<file path="src/rtl/rv_pkg.sv">
// -----------------------------------------------------------------------------
// rv_pkg
// Shared constants for the instruction fetch path: datapath width, the
// canonical NOP (addi x0,x0,0), the sequential PC increment and the fetch
// FSM state encodings. Also provides the PC word-alignment helper.
// -----------------------------------------------------------------------------
package rv_pkg;

  localparam int          XLEN      = 32;
  localparam logic [31:0] NOP_INSTR = 32'h0000_0013;
  localparam logic [31:0] PC_STEP   = 32'd4;

  // Fetch FSM state encodings (kept as plain constants for legacy tools).
  typedef logic [1:0] fetch_state_t;
  localparam fetch_state_t ST_ISSUE = 2'd0;
  localparam fetch_state_t ST_WAIT  = 2'd1;
  localparam fetch_state_t ST_HOLD  = 2'd2;

  // Clear the byte-offset bits so a PC always names a whole word.
  function automatic logic [31:0] align_word(input logic [31:0] addr);
    return addr & 32'hFFFF_FFFC;
  endfunction

endpackage

</file>
<file path="src/rtl/fetch_skid_reg.sv">
// -----------------------------------------------------------------------------
// fetch_skid_reg
// One-entry instruction buffer (valid + word + PC). Used both as the IF/ID
// register and as the skid buffer that parks a returned word while decode
// is stalled. An empty entry presents NOP_INSTR on its data output.
//
// Ports:
//   clk, rst_n            clock / asynchronous active-low reset
//   flush                 invalidate the entry (highest priority)
//   load, load_data/pc    capture a new word (beats clear)
//   clear                 entry consumed downstream
//   valid, data, pc       registered contents
// -----------------------------------------------------------------------------
module fetch_skid_reg #(
  parameter logic [31:0] NOP_INSTR = 32'h0000_0013
) (
  input  logic        clk,
  input  logic        rst_n,
  input  logic        flush,
  input  logic        load,
  input  logic [31:0] load_data,
  input  logic [31:0] load_pc,
  input  logic        clear,
  output logic        valid,
  output logic [31:0] data,
  output logic [31:0] pc
);

  // Entry update: flush, then load, then clear; otherwise hold.
  always_ff @(posedge clk or negedge rst_n) begin
    if (!rst_n) begin
      valid <= 1'b0;
      data  <= NOP_INSTR;
      pc    <= 32'h0000_0000;
    end else if (flush) begin
      valid <= 1'b0;
      data  <= NOP_INSTR;
    end else if (load) begin
      valid <= 1'b1;
      data  <= load_data;
      pc    <= load_pc;
    end else if (clear) begin
      valid <= 1'b0;
      data  <= NOP_INSTR;
    end
  end

endmodule

</file>
<file path="src/rtl/fetch_stage.sv">
// -----------------------------------------------------------------------------
// fetch_stage
// Instruction fetch stage: owns the PC, issues one word fetch at a time over
// a req/gnt/rvalid handshake, buffers returned words in the IF/ID register
// (with a one-entry skid for decode back-pressure) and handles redirects.
//
// Ports:
//   clk, rst_n                      clock / asynchronous active-low reset
//   imem_req, imem_addr             fetch request and word-aligned address
//   imem_gnt                        request accepted this cycle
//   imem_rvalid, imem_rdata         returned instruction word
//   redirect, redirect_pc           taken branch/jump pulse and target
//   id_ready                        decode consumes IF/ID this cycle
//   full_intruc, if_pc, if_valid    IF/ID contents presented to decode
//   fetch_misalign                  misaligned-target flag (FETCH_MISALIGN_EN)
//
// Build option: define FETCH_MISALIGN_EN to trap misaligned redirect targets
// instead of silently masking the low address bits.
// -----------------------------------------------------------------------------
module fetch_stage #(
  parameter logic [31:0] RESET_PC  = 32'h0000_0000,
  parameter logic [31:0] NOP_INSTR = 32'h0000_0013
) (
  input  logic        clk,
  input  logic        rst_n,
  output logic        imem_req,
  output logic [31:0] imem_addr,
  input  logic        imem_gnt,
  input  logic        imem_rvalid,
  input  logic [31:0] imem_rdata,
  input  logic        redirect,
  input  logic [31:0] redirect_pc,
  input  logic        id_ready,
  output logic [31:0] full_intruc,
  output logic [31:0] if_pc,
`ifdef FETCH_MISALIGN_EN
  output logic        fetch_misalign,
`endif
  output logic        if_valid
);

  import rv_pkg::*;

  fetch_state_t      state_q, state_d;
  logic [XLEN-1:0]   pc_q, pc_d;
  logic              drop_q, drop_d;
  logic              started_q;
  logic              mis_q, mis_d;

  logic              if_flush, if_load, if_clear;
  logic [XLEN-1:0]   if_ld_data, if_ld_pc;
  logic              sk_flush, sk_load, sk_clear, sk_valid;
  logic [XLEN-1:0]   sk_data, sk_pc;

  logic              consume, can_take, mis_redirect, outstanding, returning;

  assign consume  = if_valid & id_ready;
  assign can_take = ~if_valid | id_ready;

  // started_q keeps the request low while reset is held and for the edge
  // that releases it; drop_q blocks a new request while a stale one is out.
  assign imem_req  = started_q & (state_q == ST_ISSUE) & ~drop_q;
  assign imem_addr = pc_q;

`ifdef FETCH_MISALIGN_EN
  assign mis_redirect   = redirect & (redirect_pc[1:0] != 2'b00);
  assign fetch_misalign = mis_q;
`else
  assign mis_redirect   = 1'b0;
`endif

  // A request is in flight if we are waiting on it, it is granted right now,
  // or an earlier cancelled one has not returned yet.
  assign outstanding = (state_q == ST_WAIT) | (imem_req & imem_gnt) | drop_q;
  assign returning   = imem_rvalid & ((state_q == ST_WAIT) | drop_q);

  // Next-state, PC and buffer-control decode.
  always_comb begin
    state_d    = state_q;
    pc_d       = pc_q;
    drop_d     = drop_q;
    mis_d      = mis_q;
    if_flush   = 1'b0;
    if_load    = 1'b0;
    if_clear   = consume;
    if_ld_data = imem_rdata;
    if_ld_pc   = pc_q;
    sk_flush   = 1'b0;
    sk_load    = 1'b0;
    sk_clear   = 1'b0;

    if (redirect) begin
      // Redirect beats everything: both buffers are invalidated and any
      // response still to come for the old path is marked for discard.
      sk_flush = 1'b1;
      drop_d   = outstanding & ~returning;
      pc_d     = align_word(redirect_pc);
      mis_d    = mis_redirect;
      if (mis_redirect) begin
        if_load    = 1'b1;
        if_ld_data = NOP_INSTR;
        if_ld_pc   = redirect_pc;
        state_d    = ST_HOLD;
      end else begin
        if_flush = 1'b1;
        state_d  = ST_ISSUE;
      end
    end else begin
      if (drop_q && imem_rvalid) begin
        drop_d = 1'b0;
      end else begin
        drop_d = drop_q;
      end

      case (state_q)
        ST_ISSUE: begin
          if (imem_req && imem_gnt) begin
            state_d = ST_WAIT;
          end else begin
            state_d = ST_ISSUE;
          end
        end
        ST_WAIT: begin
          if (imem_rvalid && !drop_q) begin
            pc_d = pc_q + PC_STEP;
            if (can_take) begin
              if_load = 1'b1;
              state_d = ST_ISSUE;
            end else begin
              sk_load = 1'b1;
              state_d = ST_HOLD;
            end
          end else begin
            state_d = ST_WAIT;
          end
        end
        ST_HOLD: begin
          // A misaligned trap parks here until the next redirect.
          if (mis_q) begin
            state_d = ST_HOLD;
          end else if (can_take) begin
            if_load    = sk_valid;
            if_ld_data = sk_data;
            if_ld_pc   = sk_pc;
            sk_clear   = 1'b1;
            state_d    = ST_ISSUE;
          end else begin
            state_d = ST_HOLD;
          end
        end
        default: begin
          state_d = ST_ISSUE;
        end
      endcase
    end
  end

  // Fetch control registers.
  always_ff @(posedge clk or negedge rst_n) begin
    if (!rst_n) begin
      state_q   <= ST_ISSUE;
      pc_q      <= RESET_PC;
      drop_q    <= 1'b0;
      started_q <= 1'b0;
      mis_q     <= 1'b0;
    end else begin
      state_q   <= state_d;
      pc_q      <= pc_d;
      drop_q    <= drop_d;
      started_q <= 1'b1;
      mis_q     <= mis_d;
    end
  end

  fetch_skid_reg #(.NOP_INSTR(NOP_INSTR)) u_ifid (
    .clk       (clk),
    .rst_n     (rst_n),
    .flush     (if_flush),
    .load      (if_load),
    .load_data (if_ld_data),
    .load_pc   (if_ld_pc),
    .clear     (if_clear),
    .valid     (if_valid),
    .data      (full_intruc),
    .pc        (if_pc)
  );

  fetch_skid_reg #(.NOP_INSTR(NOP_INSTR)) u_skid (
    .clk       (clk),
    .rst_n     (rst_n),
    .flush     (sk_flush),
    .load      (sk_load),
    .load_data (imem_rdata),
    .load_pc   (pc_q),
    .clear     (sk_clear),
    .valid     (sk_valid),
    .data      (sk_data),
    .pc        (sk_pc)
  );

endmodule

</file>
<file path="config.mk">
export PLATFORM = sky130hd
export DESIGN_NAME = fetch_stage
export DESIGN_NICKNAME = d
export VERILOG_FILES = /design/src/rtl/rv_pkg.sv /design/src/rtl/fetch_skid_reg.sv /design/src/rtl/fetch_stage.sv
export SDC_FILE = /design/constraint.sdc
export NUM_CORES = 1
export LEC_CHECK = 0
export CAP_MARGIN = 20
export CORE_MARGIN = 4
export CORE_UTILIZATION = 45
export CTS_BUF_LIST = sky130_fd_sc_hd__clkbuf_2
export CTS_CLUSTER_DIAMETER = 60
export CTS_CLUSTER_SIZE = 24
export DETAILED_ROUTE_END_ITERATION = 6
export PLACE_DENSITY = 0.71
export SETUP_SLACK_MARGIN = 0.5
export SLEW_MARGIN = 0
export SYNTH_ARGS = -nofsm -noshare
export SYNTH_HDL_FRONTEND = slang
export SYNTH_HIERARCHICAL = 1
export SYNTH_SLANG_ARGS = --single-unit
</file>
<file path="constraint.sdc">
create_clock -name clk -period 3.6 [get_ports clk]
set_input_delay 0.36 -clock clk [delete_from_list [all_inputs] [get_ports clk]]
set_output_delay 0.36 -clock clk [all_outputs]
set_load 0.01 [all_outputs]
</file>
==> results by group, run 1 <==
Run status
  • Status: completed

Clock tree
  • CTS tree: built
  • CTS resizes: 0
  • TritonCTS buffer count: 17
  • Clock sink count: between 150 and 200
  • Clock root buffer master: clkbuf_2
  • # H-tree levels: 4
  • CTS max path bufs: 2
  • Worst-path clk slew: 250 ps
  • Clock latency at the later pin of the worst-skew pair: roughly 730 ps

Die
  • Die Ht: 146.4 microns
  • Num rows: 50
  • Initial core utilization: 0.4594
  • Die Width: roughly 150 microns
  • Placeable Area: around 19000 sq um
  • IO Count: 168
  • Die ar.: 21440 sq um

Route
  • Drt pass-1 iters: 4
  • DRC: 0
  • DRT Wirelength: between 20000 and 25000 microns
  • Initial DRC count: 335
  • ANT nets after route: 0
  • Avg Vias per Cell: 5.447
  • Vias after detailed routing: roughly 6000
  • Routed length per instance: 17.98 microns

STA
  • Setup_tns: 0 ps
  • Final Hold Viols: 0
  • Setup-failing EPs final: 0
  • Clock Skews: 50.16 ps
  • Final Slew Violations: 0
  • RSZ-0062 raised after global routing: false
  • Crit path time final: 2638 ps
  • Hold Slack: 92.04 ps
  • Worst slew pin tran: slightly above 1000 ps
  • Final worst slack: 961.6 ps
  • Fmax achieved: 379.0 MHz
  • Period utilisation layout: 0.7329
  • Slew headroom: 0.3192

Global route
  • Largest net degree at the start of global routing: 80
  • Total grt overflow: 0
  • First-pass GRT wire length: 33710 microns
  • Vias in the first global route: 6205
  • Total GRT Usage: 0.1930
  • Initial antenna violation count: 1

Logic synthesis
  • Yosys reg bits: 164
  • Cell taking the most area after synthesis: dfrtp_1
  • Prevailing post-synth register cell: dfrtp_1
  • Top cell type's share of synthesized area: 0.4586
  • Post-Syn Instances: 730
  • Post-synthesis sequential area ratio: 0.4769
  • Ranking of synthesized cells by area: dfrtp_1, mux2_4, mux2_2, o32ai_2, nand2_1
  • Post-Syn Area: 8622 sq um
  • Syn avg cell area: 11.81 sq um
  • Fraction of registers with async set/reset: 1.000
  • EDFF count, synth: 0
  • Ys Warns: 6
  • Post-synth cell types: 50

Placed design
  • Placed inst area: just over 10000 sq um
  • Placed Cells incl. Taps: around 1100
  • Post-DP HPWL: 13480 microns
  • # port buffers: 163
  • Gp weighted congestion: ~0.75
  • Pre-CTS setup slack: 776.2 ps

Setup path
  • Setup crit end kind: register
  • Setup Crit Path Kind: reg -> reg
  • R2R Setup Slk: 960 ps
  • Cell mode on critical path: or4_1
  • Worst R2R Path Depth: 6
  • Worst Setup EP: imem_addr[28]
  • CP max stage delay: 870 ps
  • Critical path's top delay family: simple AND/OR/NAND/NOR gates
  • Startpoint types: register
  • Maximum fanout along the worst path: 17
  • Worst r2r src: state_q[1]
  • Critical path's slowest cell: or4_1
  • R2R Path End: imem_addr[28]
  • Critical Path RT: around 4300 ps
  • Data arrival time of the worst path: 3280 ps
  • Path length in cells of the critical path: 6
  • Critical path, cell by cell: inv_1 -> ha_1 -> nand4b_1 -> or4_1 -> or4_1 -> a31oi_1
  • Critical Path Start: state_q[1]
  • WP buf/inv: 1

Finish
  • Synth-to-layout area growth: 23.97%
  • Share of cells above drive strength 1: 0.2545
  • Commonest non-fill, non-tap cell in the layout: clkdlybuf4s50_1
  • Final net count: 954
  • Count of non-filler cells in the finished layout: between 1000 and 1500
  • Post-route cell area: 10690 sq um
  • Commonest non-fill, non-tap cells in the layout: clkdlybuf4s50_1, dfrtp_1, nand2_1

Pwr
  • Pleak: 4.209 nW
  • Peak VDD IR: 0.1780 mV
  • PD cells: 374.4 nW/um^2

Worst hold path
  • HP Class: in -> async

Flow run
  • Max-cap viol count: 0
## how the worst min path moves through the flow
stage,depth (start not counted),to,slack (ps)
finish,2,u_ifid/pc[7],90
global route,2,u_ifid/pc[7],30
CTS,2,u_ifid/pc[7],10
detailed placement,1,u_ifid/pc[7],330
global placement,1,u_ifid/pc[7],330
floorplan,0,drop_q,60
## through the flow
step	total power [mW]	utilization
CTS	4.058	0.5694
detailed placement	2.941	0.5540
finish	4.002	0.5695
floorplan	2.482	-
global route	4.203	0.5695
global placement	2.934	0.5540
## cell usage after synthesis (5+ instances only)
| cell type | number |
|---|---|
| mux2_2 | 68 |
| o21ai_0 | 18 |
| o32ai_2 | 40 |
| xnor2_1 | 5 |
| a32o_1 | 6 |
| nand2b_1 | 6 |
| nand2_1 | 78 |
| and4_1 | 5 |
| or3_1 | 6 |
| buf_6 | 11 |
| and2_1 | 6 |
| o32ai_1 | 12 |
| o31ai_1 | 10 |
| xor2_1 | 5 |
| ha_1 | 5 |
| a31oi_1 | 15 |
| dfrtp_1 | 158 |
| and3_1 | 5 |
| nor2_1 | 21 |
| nand3_1 | 12 |
| buf_2 | 16 |
| clkbuf_1 | 15 |
| dfstp_2 | 6 |
| a21oi_1 | 5 |
| inv_1 | 63 |
| nand4_1 | 10 |
| mux2_4 | 54 |
| buf_1 | 8 |
| or4_1 | 14 |
## state kept, by name, indices dropped and copies added, names as in the netlist
name	count
drop_q	1
imem_addr	30
started_q	1
state_q	2
u_ifid/data	32
u_ifid/pc	32
u_ifid/valid	1
u_skid/data	32
u_skid/pc	32
u_skid/valid	1
## metal layers
| metal | up-vias | global-route usage | wire (microns) |
|---|---|---|---|
| li1 | 2920 | - | - |
| met1 | 3077 | 0.2686 | 9521 |
| met2 | 124 | 0.3079 | 9705 |
| met3 | 18 | 0.03973 | 752 |
| met4 | 0 | 0.05409 | 283 |
| met5 | - | 0 | 0 |
## cells by family after synthesis
family / after synthesis / synth area share
mux: 124 / 0.1852
xor+xnor: 10 / 0.01016
fa+ha+maj: 5 / 0.007256
compound gates: 119 / 0.1392
simple gates: 186 / 0.1103
other cells: 2 / 0.0008710
flops: 164 / 0.4769
buf+inv: 120 / 0.07024
## repair_timing
item                                   4_1_cts  5_1_grt
endpoints found under the hold margin      130        0
buffers inserted                             0        0
hold buffers                                 2        0
## power breakdown
part | total [mW] | internal (mW) | switching, mW
sequential | 2.10 | 1.98 | 0.124
combinational | 0.801 | 0.487 | 0.314
clock | 1.10 | 0.405 | 0.695
total | 4.00 | 2.87 | 1.13
## cell type report
| cell class | instances | area, sq um |
|---|---|---|
| multi-input combinational | 449 | 3938 |
| antenna | 1 | 2.502 |
| tap | 234 | 292.8 |
| sequential | 164 | 4111 |
| inverter | 64 | 240.2 |
| timing repair buffer | 183 | 1836 |
| fill | 1630 | 8079 |
| clock buffer | 19 | 95.09 |
| clock inverter | 13 | 173.9 |
## worst register-to-register path: cells and delay by family, from the launching register on
kind                       cells  cell delay (ps)
adders and majority gates      1              230
and+or+nand+nor                3             1680
AOI/OAI and AO/OA              1              170
DFF                            1              440
buffers and inverters          1               80
No activity file was read; power rests on OpenSTA's default activity.
==> inputs of run 2 (changes only) <==
- PLACE_DENSITY: 0.71 -> 0.74
- clock period: 3.6 -> 2.1 ns (I/O delays scaled with it)
==> run 2 against run 1 <==
Net effect:
- largest power group unchanged
- global-route usage up 4.2 points
- fmax up 27%
- critical endpoint is now imem_addr[24]
- clock power up 77%
- sequential share of layout area down 7.5 points
- first-iteration DRC count down 4.5%
- largest cell class is now multi-input gates
- highest routed layer unchanged
- final cell count up 19%
- sequential power up 69%
==> results by group, run 2 (synthesis results as in run 1) <==
Setup path
  • Critical path's top delay family: simple AND/OR/NAND/NOR gates (unchanged)
  • Worst Setup EP: imem_addr[24] (was imem_addr[28])
  • Startpoint types: register (unchanged)
  • Worst R2R Path Depth: 7 (was 6)
  • Worst r2r src: imem_addr[2] (was state_q[1])
  • CP max stage delay: 470 ps (was 870 ps)
  • Critical path's slowest cell: or4_4 (was or4_1)
  • Critical path, cell by cell: buf_4 -> ha_4 -> nand4b_1 -> or4_4 -> buf_8 -> or4_4 -> a31oi_1 (was inv_1 -> ha_1 -> nand4b_1 -> or4_1 -> or4_1 -> a31oi_1)
  • Data arrival time of the worst path: 2810 ps (was 3280 ps)
  • Path length in cells of the critical path: 7 (was 6)
  • Setup crit end kind: register (unchanged)
  • Setup Crit Path Kind: reg -> reg (unchanged)
  • Maximum fanout along the worst path: 10 (was 17)
  • R2R Path End: imem_addr[24] (was imem_addr[28])
  • Cell mode on critical path: or4_4 (was or4_1)
  • WP buf/inv: 2 (was 1)
  • Critical Path Start: imem_addr[2] (was state_q[1])
  • Critical Path RT: 2820 ps (was 4250 ps)
  • R2R Setup Slk: 20 ps (was 960 ps)

STA
  • Final Hold Viols: 0 (unchanged)
  • Crit path time final: 2081 ps (was 2638 ps)
  • Hold Slack: 60.86 ps (was 92.04 ps)
  • Setup-failing EPs final: 0 (unchanged)
  • RSZ-0062 raised after global routing: true (was false)
  • Period utilisation layout: 0.9911 (was 0.7329)
  • Setup_tns: 0 ps (unchanged)
  • Final Slew Violations: 0 (unchanged)
  • Clock Skews: 32.19 ps (was 50.16 ps)
  • Fmax achieved: 480.5 MHz (was 379.0 MHz)
  • Slew headroom: 0.5933 (was 0.3192)
  • Worst slew pin tran: 610.1 ps (was 1021 ps)

Clock tree
  • TritonCTS buffer count: 17 (unchanged)
  • Clock root buffer master: clkbuf_2 (unchanged)
  • Worst-path clk slew: 270 ps (was 250 ps)
  • Clock latency at the later pin of the worst-skew pair: 770 ps (was 730 ps)
  • CTS tree: built (unchanged)
  • CTS max path bufs: 2 (unchanged)
  • # H-tree levels: 4 (unchanged)
  • Clock sink count: 164 (unchanged)

Finish
  • Share of cells above drive strength 1: 0.4824 (was 0.2545)
  • Commonest non-fill, non-tap cell in the layout: dfrtp_1 (was clkdlybuf4s50_1)
  • Synth-to-layout area growth: 54.67% (was 23.97%)
  • Fillers: 1270 (was 1630)
  • Commonest non-fill, non-tap cells in the layout: dfrtp_1, buf_4, nand2_1 (was clkdlybuf4s50_1, dfrtp_1, nand2_1)
  • Final net count: 1169 (was 954)
  • Util after Layout: 0.7105 (was 0.5695)

Placed design
  • Post-DP HPWL: 14730 microns (was 13480 microns)
  • # port buffers: 163 (unchanged)
  • Gp weighted congestion: 0.7823 (was 0.7546)

Route
  • ANT nets after route: 0 (unchanged)
  • Avg Vias per Cell: 5.460 (was 5.447)
  • DRC: 0 (unchanged)
  • DRT Wirelength: 26600 microns (was 20260 microns)
  • Initial DRC count: 320 (was 335)
  • Routed length per instance: 19.80 microns (was 17.98 microns)
  • Vias after detailed routing: 7333 (was 6139)
  • Drt pass-1 iters: 6 (was 4)

Pwr
  • PD cells: 558.5 nW/um^2 (was 374.4 nW/um^2)
  • Pleak: 5.713 nW (was 4.209 nW)
  • Peak VDD IR: 0.3233 mV (was 0.1780 mV)

Global route
  • Total grt overflow: 0 (unchanged)
  • Vias in the first global route: 7534 (was 6205)
  • First-pass GRT wire length: 40520 microns (was 33710 microns)
  • Largest net degree at the start of global routing: 98 (was 80)
  • Initial antenna violation count: 2 (was 1)
  • Total GRT Usage: 0.2352 (was 0.1930)

Die
  • IO Count: 168 (unchanged)
  • Placeable Area: 18770 sq um (unchanged)
  • Die Ht: 146.4 microns (unchanged)
  • Die ar.: 21440 sq um (unchanged)
  • Die Width: 146.4 microns (unchanged)
  • Num rows: 50 (unchanged)
  • Initial core utilization: 0.4594 (unchanged)

Flow run
  • Max-cap viol count: 0 (unchanged)

Worst hold path
  • HP Class: in -> reg (was in -> async)

Run status
  • Status: completed (unchanged)
run 2: layout make-up:
| class | count | area (sq um) | area share |
|---|---|---|---|
| Tap cell | 234 | 292.8 | 0.02196 |
| Clock inverter | 15 | 190.2 | 0.01426 |
| Antenna cell | 2 | 5.005 | 0.0003753 |
| Multi-Input combinational cell | 450 | 4299 | 0.3224 |
| Sequential cell | 164 | 4130 | 0.3097 |
| Inverter | 64 | 245.2 | 0.01839 |
| Clock buffer | 17 | 85.08 | 0.006380 |
| Timing Repair Buffer | 397 | 4088 | 0.3065 |
run 2: routing by layer:
layer,vias to the layer above,track usage,part of all wire
met5,-,0,0
met4,0,0.08278,0.029
met3,54,0.04004,0.044
met2,208,0.4121,0.52
met1,3721,0.2936,0.41
li1,3350,-,-
run 2: worst min-delay path by stage:
stage | slack [ps] | from | cells past startpoint | end
finish | 60 | imem_rdata[8] | 3 | u_skid/data[8]
detailed placement | 190 | rst_n | 1 | u_ifid/pc[7]
global route | 20 | imem_rdata[11] | 3 | u_skid/data[11]
CTS | 0.2 | redirect_pc[21] | 3 | imem_addr[21]
floorplan | -90 | rst_n | 0 | drop_q
global placement | 190 | rst_n | 1 | u_ifid/pc[7]
run 2: worst min-delay path: stages:
cell and delay (ps):
clkdlybuf4s50_1 440, nand2_1 110, o32ai_2 70
run 2: where the power goes:
group	internal, mW	leakage, nW	switching (mW)
sequential	3.39	2.15	0.151
clock	0.698	0.156	1.25
combinational	1.15	3.41	0.802
total	5.24	5.71	2.20
run 2: metrics by stage:
| step | power (mW) | std cells | area, sq um | setup WS [ps] |
|---|---|---|---|---|
| 2_1_floorplan | 4.270 | 733 | 8845 | 77.96 |
| 3_3_place_gp | 5.114 | 1135 | 10900 | -96.86 |
| 3_5_place_dp | 5.143 | 1135 | 10900 | -142.2 |
| 4_1_cts | 7.310 | 1310 | 12570 | 63.23 |
| 5_1_grt | 7.762 | 1343 | 13340 | -57.26 |
| 6_report | 7.448 | 1343 | 13340 | 18.69 |
run 2: what timing repair did:
item / in CTS / in global routing
gates resized for setup: 473 / 89
pin swaps: 9 / 18
buffers inserted: 72 / 27
gates cloned: 14 / 3
hold buffers: 57 / 1
endpoints found under the setup margin: 245 / 251
hold endpoints to repair: 232 / 1
==> inputs of run 3 (changes only) <==
- GPL_TIMING_DRIVEN: not set -> 0
- PLACE_DENSITY: 0.74 -> 0.76
==> run 3 against run 2 <==
Net effect:
- the flow now finishes with violations (negative setup slack)
- setup slack got worse by 45 ps
- fmax is 2.1% lower
- register-to-register slack worse by 40 ps
- total power is 0.59% higher
- sequential power is essentially flat
- worst hold slack better by 1.9 ps
- combinational power is 11% higher
- die area stayed put
- routed wire length rose by 13%
- clock power decreased by 9%
==> results by group, run 3 (synthesis results as in run 1) <==
Run status
  • Status: finished, violations left (was completed)
  • Violated checks: negative setup slack

Pwr
  • Pleak: 6.142 nW (was 5.713 nW)
  • Peak VDD IR: 0.2920 mV (was 0.3233 mV)
  • PD cells: 521.3 nW/um^2 (was 558.5 nW/um^2)

STA
  • Slew headroom: 0.4914 (was 0.5933)
  • Clock Skews: 51.36 ps (was 32.19 ps)
  • Crit path time final: 2126 ps (was 2081 ps)
  • Hold Slack: 62.80 ps (was 60.86 ps)
  • RSZ-0062 raised after global routing: true (unchanged)
  • Final Hold Viols: 0 (unchanged)
  • Setup_tns: -28.41 ps (was 0 ps)
  • Final worst slack: -25.89 ps (was 18.69 ps)
  • Worst slew pin tran: 762.9 ps (was 610.1 ps)
  • Final Slew Violations: 0 (unchanged)
  • Setup-failing EPs final: 2 (was 0)
  • Period utilisation layout: 1.012 (was 0.9911)
  • Fmax achieved: 470.4 MHz (was 480.5 MHz)

Route
  • Avg Vias per Cell: 5.698 (was 5.460)
  • Drt pass-1 iters: 5 (was 6)
  • ANT nets after route: 0 (unchanged)
  • Vias after detailed routing: 7960 (was 7333)
  • DRC: 0 (unchanged)
  • Routed length per instance: 21.53 microns (was 19.80 microns)
  • DRT Wirelength: 30080 microns (was 26600 microns)
  • Initial DRC count: 678 (was 320)

Setup path
  • Setup Crit Path Kind: reg -> reg (unchanged)
  • Critical Path RT: 2860 ps (was 2820 ps)
  • Setup crit end kind: register (unchanged)
  • Data arrival time of the worst path: 2880 ps (was 2810 ps)
  • Maximum fanout along the worst path: 9 (was 10)
  • Startpoint types: register (unchanged)

Placed design
  • Placed inst area: 10800 sq um (was 10900 sq um)
  • # port buffers: 163 (unchanged)
  • Placed Cells incl. Taps: 1131 (was 1135)
  • Post-DP HPWL: 15670 microns (was 14730 microns)
  • Gp weighted congestion: 0.8181 (was 0.7823)

Clock tree
  • Worst-path clk slew: 310 ps (was 270 ps)
  • Clock latency at the later pin of the worst-skew pair: 800 ps (was 770 ps)
  • TritonCTS buffer count: 17 (unchanged)
  • CTS max path bufs: 2 (unchanged)
  • # H-tree levels: 4 (unchanged)
  • CTS tree: built (unchanged)
  • Clock root buffer master: clkbuf_2 (unchanged)
  • Clock sink count: 164 (unchanged)

Finish
  • Final net count: 1223 (was 1169)
  • Synth-to-layout area growth: 66.68% (was 54.67%)
  • Count of non-filler cells in the finished layout: 1397 (was 1343)
  • Commonest non-fill, non-tap cell in the layout: dfrtp_1 (unchanged)
  • Commonest non-fill, non-tap cells in the layout: dfrtp_1, buf_4, buf_6 (was dfrtp_1, buf_4, nand2_1)
  • Share of cells above drive strength 1: 0.5435 (was 0.4824)
  • Post-route cell area: 14370 sq um (was 13340 sq um)

Global route
  • Vias in the first global route: 7769 (was 7534)
  • Largest net degree at the start of global routing: 119 (was 98)
  • Initial antenna violation count: 2 (unchanged)
  • Total grt overflow: 0 (unchanged)
  • First-pass GRT wire length: 42120 microns (was 40520 microns)
  • Total GRT Usage: 0.2470 (was 0.2352)

Die
  • Placeable Area: 18770 sq um (unchanged)
  • Initial core utilization: 0.4594 (unchanged)
  • Num rows: 50 (unchanged)
  • Die Width: 146.4 microns (unchanged)
  • Die ar.: 21440 sq um (unchanged)
  • IO Count: 168 (unchanged)
  • Die Ht: 146.4 microns (unchanged)

Worst hold path
  • HP Class: in -> reg (unchanged)

Flow run
  • Max-cap viol count: 0 (unchanged)
run 3: changes by cell type in the layout (fill, tap and decap cells not counted), moves of 6 or more:
cell	before	now
dfrtp_2	15	29
clkbuf_16	3	12
dfrtp_1	143	129
o32ai_1	6	0
o32ai_4	9	16
mux2_2	63	35
nand2_2	0	24
nand2_1	78	54
buf_6	77	92
buf_12	21	35
mux2_4	59	87
run 3: area by class of cell:
cell class / count / area [sq um]
Multi-Input combinational cell: 449 / 4651
Fill cell: 1074 / 4397
Sequential cell: 164 / 4148
Timing Repair Buffer: 396 / 4010
Buffer: 56 / 773.2
Tap cell: 234 / 292.8
Inverter: 64 / 255.2
Clock inverter: 15 / 151.4
Clock buffer: 17 / 85.08
Antenna cell: 2 / 5.005
run 3: final timing paths:
check                                  to  cells after the start             from  slack, ps
min in group asynchronous    u_skid/pc[8]                      3            rst_n        390
min                         imem_addr[31]                      3  redirect_pc[31]         60
max                         imem_addr[24]                      7       state_q[1]        -30
max in group asynchronous    u_ifid/valid                      4            rst_n        760
max reg2reg                 imem_addr[24]                      7       state_q[1]        -30
min reg2reg                u_skid/data[4]                      2   u_skid/data[4]        540
run 3: through the flow:
stage	power, mW	setup slack (ps)	utilization
4_1_cts	7.160	80.98	0.6871
3_3_place_gp	5.060	-6754	0.5738
3_5_place_dp	5.093	-785.6	0.5755
6_report	7.492	-25.89	0.7657
5_1_grt	7.806	-33.72	0.7657
2_1_floorplan	4.270	77.96	-
run 3: critical path, cell delays in order (launching register included):
cell and delay, ps:
dfrtp_1 460, inv_2 110, ha_4 160, nand4b_1 140, or4_4 450, buf_8 160, or4_4 470, a31oi_2 180
run 3: metal layers:
metal | track usage | wire [microns] | vias to the layer above
li1 | - | - | 3465
met1 | 0.3178 | 11970 | 4003
met2 | 0.4059 | 15010 | 382
met3 | 0.04935 | 1836 | 110
met4 | 0.1087 | 1263 | 0
met5 | 0 | 0 | -
run 3: power breakdown:
group          total, mW  internal, mW  switching, mW
logic               2.16          1.27          0.894
clock network       1.77         0.396           1.38
registers           3.56          3.40          0.156
total               7.49          5.06           2.43
run 3: repair_timing:
action                                  CTS  global route
cloned                                   11             9
setup buffers                           112            40
pin swaps                                19            50
hold buffers                             59             1
endpoints found under the setup margin  246           253
hold endpoints to repair                215             1
gates resized for setup                 521           214
